**src/rtl/tv80_dma_arb.sv**
```systemverilog
// Arbiter sharing the TV80 memory/IO bus between the CPU core and one DMA master.
// Optional define TV80_ARB_IORQ_EN lets DMA transfers with dma_io=1 use IORQ instead of MREQ.
module tv80_dma_arb #(
    parameter int MAX_BURST = 16,
    parameter int HOLDOFF   = 4
) (
    input  logic        clk,
    input  logic        reset_n,
    output logic        busrq_n,
    input  logic        busak_n,
    input  logic [15:0] cpu_a,
    input  logic [7:0]  cpu_do,
    input  logic        cpu_mreq_n,
    input  logic        cpu_iorq_n,
    input  logic        cpu_rd_n,
    input  logic        cpu_wr_n,
    output logic [7:0]  cpu_di,
    input  logic        dma_req,
    output logic        dma_gnt,
    input  logic        dma_valid,
    input  logic        dma_we,
    input  logic        dma_io,
    input  logic [15:0] dma_addr,
    input  logic [7:0]  dma_wdata,
    output logic        dma_ready,
    output logic [7:0]  dma_rdata,
    output logic [15:0] mem_a,
    output logic [7:0]  mem_do,
    output logic        mem_mreq_n,
    output logic        mem_iorq_n,
    output logic        mem_rd_n,
    output logic        mem_wr_n,
    input  logic [7:0]  mem_di
);

    localparam int BW = $clog2(MAX_BURST + 1);
    localparam int HW = (HOLDOFF > 0) ? $clog2(HOLDOFF + 1) : 1;

`ifdef TV80_ARB_IORQ_EN
    localparam logic IORQ_EN = 1'b1;
`else
    localparam logic IORQ_EN = 1'b0;
`endif

    typedef enum logic [2:0] {
        S_IDLE = 3'd0,
        S_REQ  = 3'd1,
        S_OWN  = 3'd2,
        S_XFER = 3'd3,
        S_REL  = 3'd4,
        S_HOLD = 3'd5
    } state_t;

    state_t        state_q, state_d;
    logic          busrq_n_q, busrq_n_d;
    logic          gnt_q, gnt_d;
    logic          ready_q, ready_d;
    logic [7:0]    rdata_q, rdata_d;
    logic [BW-1:0] burst_q, burst_d;
    logic [HW-1:0] hold_q, hold_d;
    logic [15:0]   addr_q, addr_d;
    logic [7:0]    wdata_q, wdata_d;
    logic          we_q, we_d;
    logic          mreq_n_q, mreq_n_d;
    logic          iorq_n_q, iorq_n_d;
    logic          rd_n_q, rd_n_d;
    logic          wr_n_q, wr_n_d;
    logic          xfer_start_s;
    logic          io_eff_s;

    // State register
    always_ff @(posedge clk or negedge reset_n) begin
        if (!reset_n) begin
            state_q <= S_IDLE;
        end else begin
            state_q <= state_d;
        end
    end

    // Next-state logic; abandon in REQ takes priority over the acknowledge
    always_comb begin
        state_d = state_q;
        case (state_q)
            S_IDLE: state_d = dma_req ? S_REQ : S_IDLE;
            S_REQ: begin
                if (!dma_req) begin
                    state_d = S_IDLE;
                end else if (!busak_n) begin
                    state_d = S_OWN;
                end else begin
                    state_d = S_REQ;
                end
            end
            S_OWN: begin
                if (!dma_req || (burst_q == BW'(MAX_BURST))) begin
                    state_d = S_REL;
                end else if (dma_valid) begin
                    state_d = S_XFER;
                end else begin
                    state_d = S_OWN;
                end
            end
            S_XFER: state_d = S_OWN;
            S_REL: begin
                if (!busak_n) begin
                    state_d = S_REL;
                end else if (HOLDOFF == 0) begin
                    state_d = S_IDLE;
                end else begin
                    state_d = S_HOLD;
                end
            end
            S_HOLD: state_d = (hold_q <= HW'(1)) ? S_IDLE : S_HOLD;
            default: state_d = S_IDLE;
        endcase
    end

    // Registered handshake, transfer latches and counters derived from the transition
    always_comb begin
        xfer_start_s = (state_q == S_OWN) && (state_d == S_XFER);
        io_eff_s     = dma_io & IORQ_EN;
        busrq_n_d    = !((state_d == S_REQ) || (state_d == S_OWN) || (state_d == S_XFER));
        gnt_d        = (state_d == S_OWN) || (state_d == S_XFER);
        ready_d      = (state_q == S_XFER);
        rdata_d      = ((state_q == S_XFER) && !we_q) ? mem_di : rdata_q;
        mreq_n_d     = !(xfer_start_s && !io_eff_s);
        iorq_n_d     = !(xfer_start_s && io_eff_s);
        rd_n_d       = !(xfer_start_s && !dma_we);
        wr_n_d       = !(xfer_start_s && dma_we);
        if (xfer_start_s) begin
            addr_d  = dma_addr;
            wdata_d = dma_wdata;
            we_d    = dma_we;
        end else begin
            addr_d  = addr_q;
            wdata_d = wdata_q;
            we_d    = we_q;
        end
        if ((state_q == S_REQ) && (state_d == S_OWN)) begin
            burst_d = '0;
        end else if (xfer_start_s && (burst_q != BW'(MAX_BURST))) begin
            burst_d = burst_q + BW'(1);
        end else begin
            burst_d = burst_q;
        end
        if ((state_q == S_REL) && (state_d == S_HOLD)) begin
            hold_d = HW'(HOLDOFF);
        end else if ((state_q == S_HOLD) && (hold_q != '0)) begin
            hold_d = hold_q - HW'(1);
        end else begin
            hold_d = hold_q;
        end
    end

    // Datapath and strobe registers
    always_ff @(posedge clk or negedge reset_n) begin
        if (!reset_n) begin
            busrq_n_q <= 1'b1;
            gnt_q     <= 1'b0;
            ready_q   <= 1'b0;
            rdata_q   <= 8'h00;
            burst_q   <= '0;
            hold_q    <= '0;
            addr_q    <= 16'h0000;
            wdata_q   <= 8'h00;
            we_q      <= 1'b0;
            mreq_n_q  <= 1'b1;
            iorq_n_q  <= 1'b1;
            rd_n_q    <= 1'b1;
            wr_n_q    <= 1'b1;
        end else begin
            busrq_n_q <= busrq_n_d;
            gnt_q     <= gnt_d;
            ready_q   <= ready_d;
            rdata_q   <= rdata_d;
            burst_q   <= burst_d;
            hold_q    <= hold_d;
            addr_q    <= addr_d;
            wdata_q   <= wdata_d;
            we_q      <= we_d;
            mreq_n_q  <= mreq_n_d;
            iorq_n_q  <= iorq_n_d;
            rd_n_q    <= rd_n_d;
            wr_n_q    <= wr_n_d;
        end
    end

    // Bus mux: the CPU path stays combinational so the bus reverts the moment the grant drops
    always_comb begin
        if (gnt_q) begin
            mem_a      = addr_q;
            mem_do     = wdata_q;
            mem_mreq_n = mreq_n_q;
            mem_iorq_n = iorq_n_q;
            mem_rd_n   = rd_n_q;
            mem_wr_n   = wr_n_q;
        end else begin
            mem_a      = cpu_a;
            mem_do     = cpu_do;
            mem_mreq_n = cpu_mreq_n;
            mem_iorq_n = cpu_iorq_n;
            mem_rd_n   = cpu_rd_n;
            mem_wr_n   = cpu_wr_n;
        end
    end

    assign cpu_di    = mem_di;
    assign busrq_n   = busrq_n_q;
    assign dma_gnt   = gnt_q;
    assign dma_ready = ready_q;
    assign dma_rdata = rdata_q;

endmodule

```
**config.mk**
```make
export PLATFORM = sky130hd
export DESIGN_NAME = tv80_dma_arb
export DESIGN_NICKNAME = d
export VERILOG_FILES = /design/src/rtl/tv80_dma_arb.sv
export SDC_FILE = /design/constraint.sdc
export NUM_CORES = 1
export LEC_CHECK = 0
export CORE_ASPECT_RATIO = 0.5
export CORE_MARGIN = 5
export CORE_UTILIZATION = 46
export DETAILED_ROUTE_END_ITERATION = 10
export PLACE_DENSITY = 0.86
export SLEW_MARGIN = 20
export SYNTH_ARGS = -nofsm -noshare
export SYNTH_HDL_FRONTEND = slang
export SYNTH_SLANG_ARGS = --single-unit
```
**constraint.sdc**
```tcl
create_clock -name clk -period 3.4 [get_ports clk]
set_input_delay 1.02 -clock clk [delete_from_list [all_inputs] [get_ports clk]]
set_output_delay 1.02 -clock clk [all_outputs]
set_load 0.01 [all_outputs]
```
==> impl_metrics.py <==
metrics = {
    "synth": {
        "synthArstFlopShare": 1.00,
        "synth_simple_gate_area_frac": 0.0745,
        "synth_top_cell_area_share": 0.440,
        "synthFlopType": "dfrtp_1",
        "yosysTopAreaCell": "dfrtp_1",
        "yosysWarnings": 0,
        "synth_nets": 268,
        "synthAdderAreaFrac": 0.0239,
        "muxShareOfSynthArea": 0.293,
        "ys_ff_latch": 50,
        "synth_top_family_by_area": "multiplexers",
        "synth-xor-area-share": 0.0100,
        "synth_edf_count": 0,
        "netlist_instances": 196,
        "seq_area_frac_synth": 0.480,
        "synth.avg_cell_area_sq_um": 13.4,
        "synth_compound_area_frac": 0.0459,
        "ys_top_cells_by_area": "dfrtp_1 (44%), mux2_2 (16%), mux2_4 (13%)",
        "ys_types": 35,
        "synth_area_sq_um": 2620,
    },
    "hold_path": {
        "min_path_cells": 1,
        "hp-start": "dma_rdata[3]$_DFFE_PN0P_",
        "holdPathEnd": "dma_rdata[3]$_DFFE_PN0P_",
        "holdCritPathClass": "flop to flop",
    },
    "global_route": {
        "grt-ovfl-total": 0,
        "first_global_vias": 2175,
        "antenna_found_initial": 0,
        "grt_first_pass_wirelength_mm": 10.9,
        "grt_max_degree": 51,
        "grt_use_total": 0.187,
    },
    "detailed_routing": {
        "drc": 0,
        "wirelength_mm": 6.71,
        "drt-initial-drc-count": 32,
        "ant_nets": 0,
        "vias_per_cell": 5.02,
        "post_drt_wl_per_cell_microns": 17.9,
        "dr.pass1.iters": 4,
        "vias": 1877,
    },
    "clock_network": {
        "post_cts_buffers": 0,
        "path_clk_slew_ps": 60,
        "clock_latency_ps": 280,
        "cts-buffers-inserted": 5,
        "clk_path_buf_depth": 2,
        "cts_max_level": 2,
        "cts_resized": 0,
        "cts_tree": "done",
        "cts-root-buf": "clkbuf_16",
        "hold_buffers": 0,
        "clock-sinks": 50,
    },
    "cells_and_area": {
        "diodes": 0,
        "area_delta_synth_final_pct": 49.1,
        "num-nets-final": 372,
        "fill_cells": 408,
        "fin_util": 0.711,
        "drive_above_1_share": 0.259,
        "final_cell_mix": "clkdlybuf4s50_1 (111), dfrtp_1 (46), mux2_2 (37)",
        "layout.cells.non_filler": 374,
        "layout_commonest_cell": "clkdlybuf4s50_1",
    },
    "sta": {
        "fin_crit_ps": 3220,
        "worst_slew_pin_slew_ps": 749,
        "fin_crit_sh": 0.947,
        "skew_ps": 4.47,
        "clock.fmax_ghz": 0.311,
        "grt_setup_unrepaired": "false",
        "finalMaxSlewViolations": 0,
        "finalHoldViolCount": 0,
        "setup_viol": 0,
        "final.setup.tns_ps": 0,
        "slew_headroom": 0.500,
    },
    "placement": {
        "port_buffers": 112,
        "hpwl_mm": 4.87,
        "gp_congestion": 0.772,
        "dpl.cell_count": 366,
    },
    "pwr": {
        "peakVddDrop_v": 0.000378,
        "pwr-share-seq": 0.334,
        "netSwitchingFraction": 0.290,
        "p_sw_uw": 872,
        "p_total_mw": 3.01,
        "power.density_nw_per_um2": 771,
        "p_clk_frac": 0.217,
        "p_int_mw": 2.14,
        "combPwrFrac": 0.449,
        "p_leak_nw": 1.73,
    },
    "floorplanning": {
        "die_height_microns": 63.4,
        "rows": 19,
        "io_pins": 114,
        "coreArea_sq_um": 5490,
        "die_area_sq_um": 7390,
        "start_util": 0.477,
        "die_w_microns": 117,
    },
    "worst_setup_path": {
        "r2r_cells": 6,
        "cp_max_fo": 1,
        "cp.required_ps": 2380,
        "endpoint_kind": "output port",
        "regToRegEndpoint": "addr_q[12]$_DFFE_PN0P_",
        "startpoint_type": "primary input",
        "reg2reg_slack_ps": 1360,
        "path_class": "primary input to output port",
        "worst_ep_arrival_time_ps": 2200,
        "worstSetupStartpoint": "cpu_a[3]",
        "r2r_start": "burst_q[1]$_DFFE_PN0P_",
    },
    "outcome": {
        "status": "complete, no violations",
    },
    "flow_run": {
        "cap_violations": 0,
    },
}
==> power groups by stage <==
stage               Clock, mW  Sequential (mW)  Combinational [mW]
finish                  0.652             1.01                1.35
global route            0.689             1.03                1.45
CTS                     0.659             1.01                1.37
detailed placement          0             1.01                1.35
global placement            0            0.993                1.30
floorplan                   0            0.986               0.781
==> routing by layer <==
layer  vias to the layer above  share of wire  global-route usage
met5                         -              0                   0
met4                         0          0.011              0.0443
met3                         8          0.036              0.0354
met2                        37           0.59               0.369
met1                       953           0.37               0.204
li1                        879              -                   -
==> flip-flops by register name, indices dropped and copies added, names as in the netlist <==
signal,count
rd_n_q,1
state_q,3
wr_n_q,1
we_q,1
hold_q,3
addr_q,16
wdata_q,8
burst_q,5
dma_gnt,1
busrq_n,1
dma_ready,1
dma_rdata,8
mreq_n_q,1
==> per-stage QoR <==
| step | instance area, sq um | setup WS (ps) | hold WS (ps) |
|---|---|---|---|
| 2_1_floorplan | 2620 | 904 | 446 |
| 3_3_place_gp | 3700 | 221 | 462 |
| 3_5_place_dp | 3700 | 188 | 464 |
| 4_1_cts | 3900 | 171 | 509 |
| 5_1_grt | 3910 | 155 | 520 |
| 6_report | 3910 | 181 | 504 |
==> kinds of logic (layout without fill, tap and decap cells) <==
family / Yosys count / count (layout)
muxes: 61 / 61
xor gates and xnor gates: 3 / 3
and+or+nand+nor: 31 / 31
adders and majority gates: 5 / 5
buffers and inverters: 28 / 133
AOI/OAI and AO/OA: 18 / 18
DFF: 50 / 50
==> synthesized netlist by cell type, types with 2 or more instances <==
| library cell | count |
|---|---|
| a22o_1 | 3 |
| nand2_1 | 7 |
| mux2_4 | 22 |
| mux2i_1 | 2 |
| nor2_1 | 6 |
| clkbuf_1 | 3 |
| dfrtp_1 | 46 |
| nand2b_1 | 2 |
| buf_4 | 8 |
| buf_12 | 2 |
| mux2_2 | 37 |
| o21ai_0 | 7 |
| nor2b_1 | 6 |
| a21oi_1 | 2 |
| ha_1 | 5 |
| and2_1 | 2 |
| xnor2_1 | 3 |
| inv_1 | 11 |
| buf_6 | 3 |
| dfstp_2 | 4 |
==> worst max-delay path by stage <==
stage,to,slack (ps)
final,mem_a[3],180
after detailed placement,mem_mreq_n,190
after global placement,mem_do[7],220
after global routing,mem_a[14],160
after floorplan,mem_a[10],900
after CTS,mem_a[14],170
==> critical path, stage by stage <==
cell	delay, ps
clkdlybuf4s50_1	390
mux2_2	270
clkdlybuf4s50_1	510
==> area by class of cell <==
cell class | instances | area (sq um) | area share
inverters | 11 | 41.3 | 0.0106
clock inverters | 2 | 60.1 | 0.0154
multi-input cells | 118 | 1170 | 0.300
well taps | 73 | 91.3 | 0.0234
repair buffers | 114 | 1150 | 0.293
flip-flops and latches | 50 | 1260 | 0.322
clock buffers | 6 | 139 | 0.0356
Note: power is estimated with default switching activity, not from simulation.
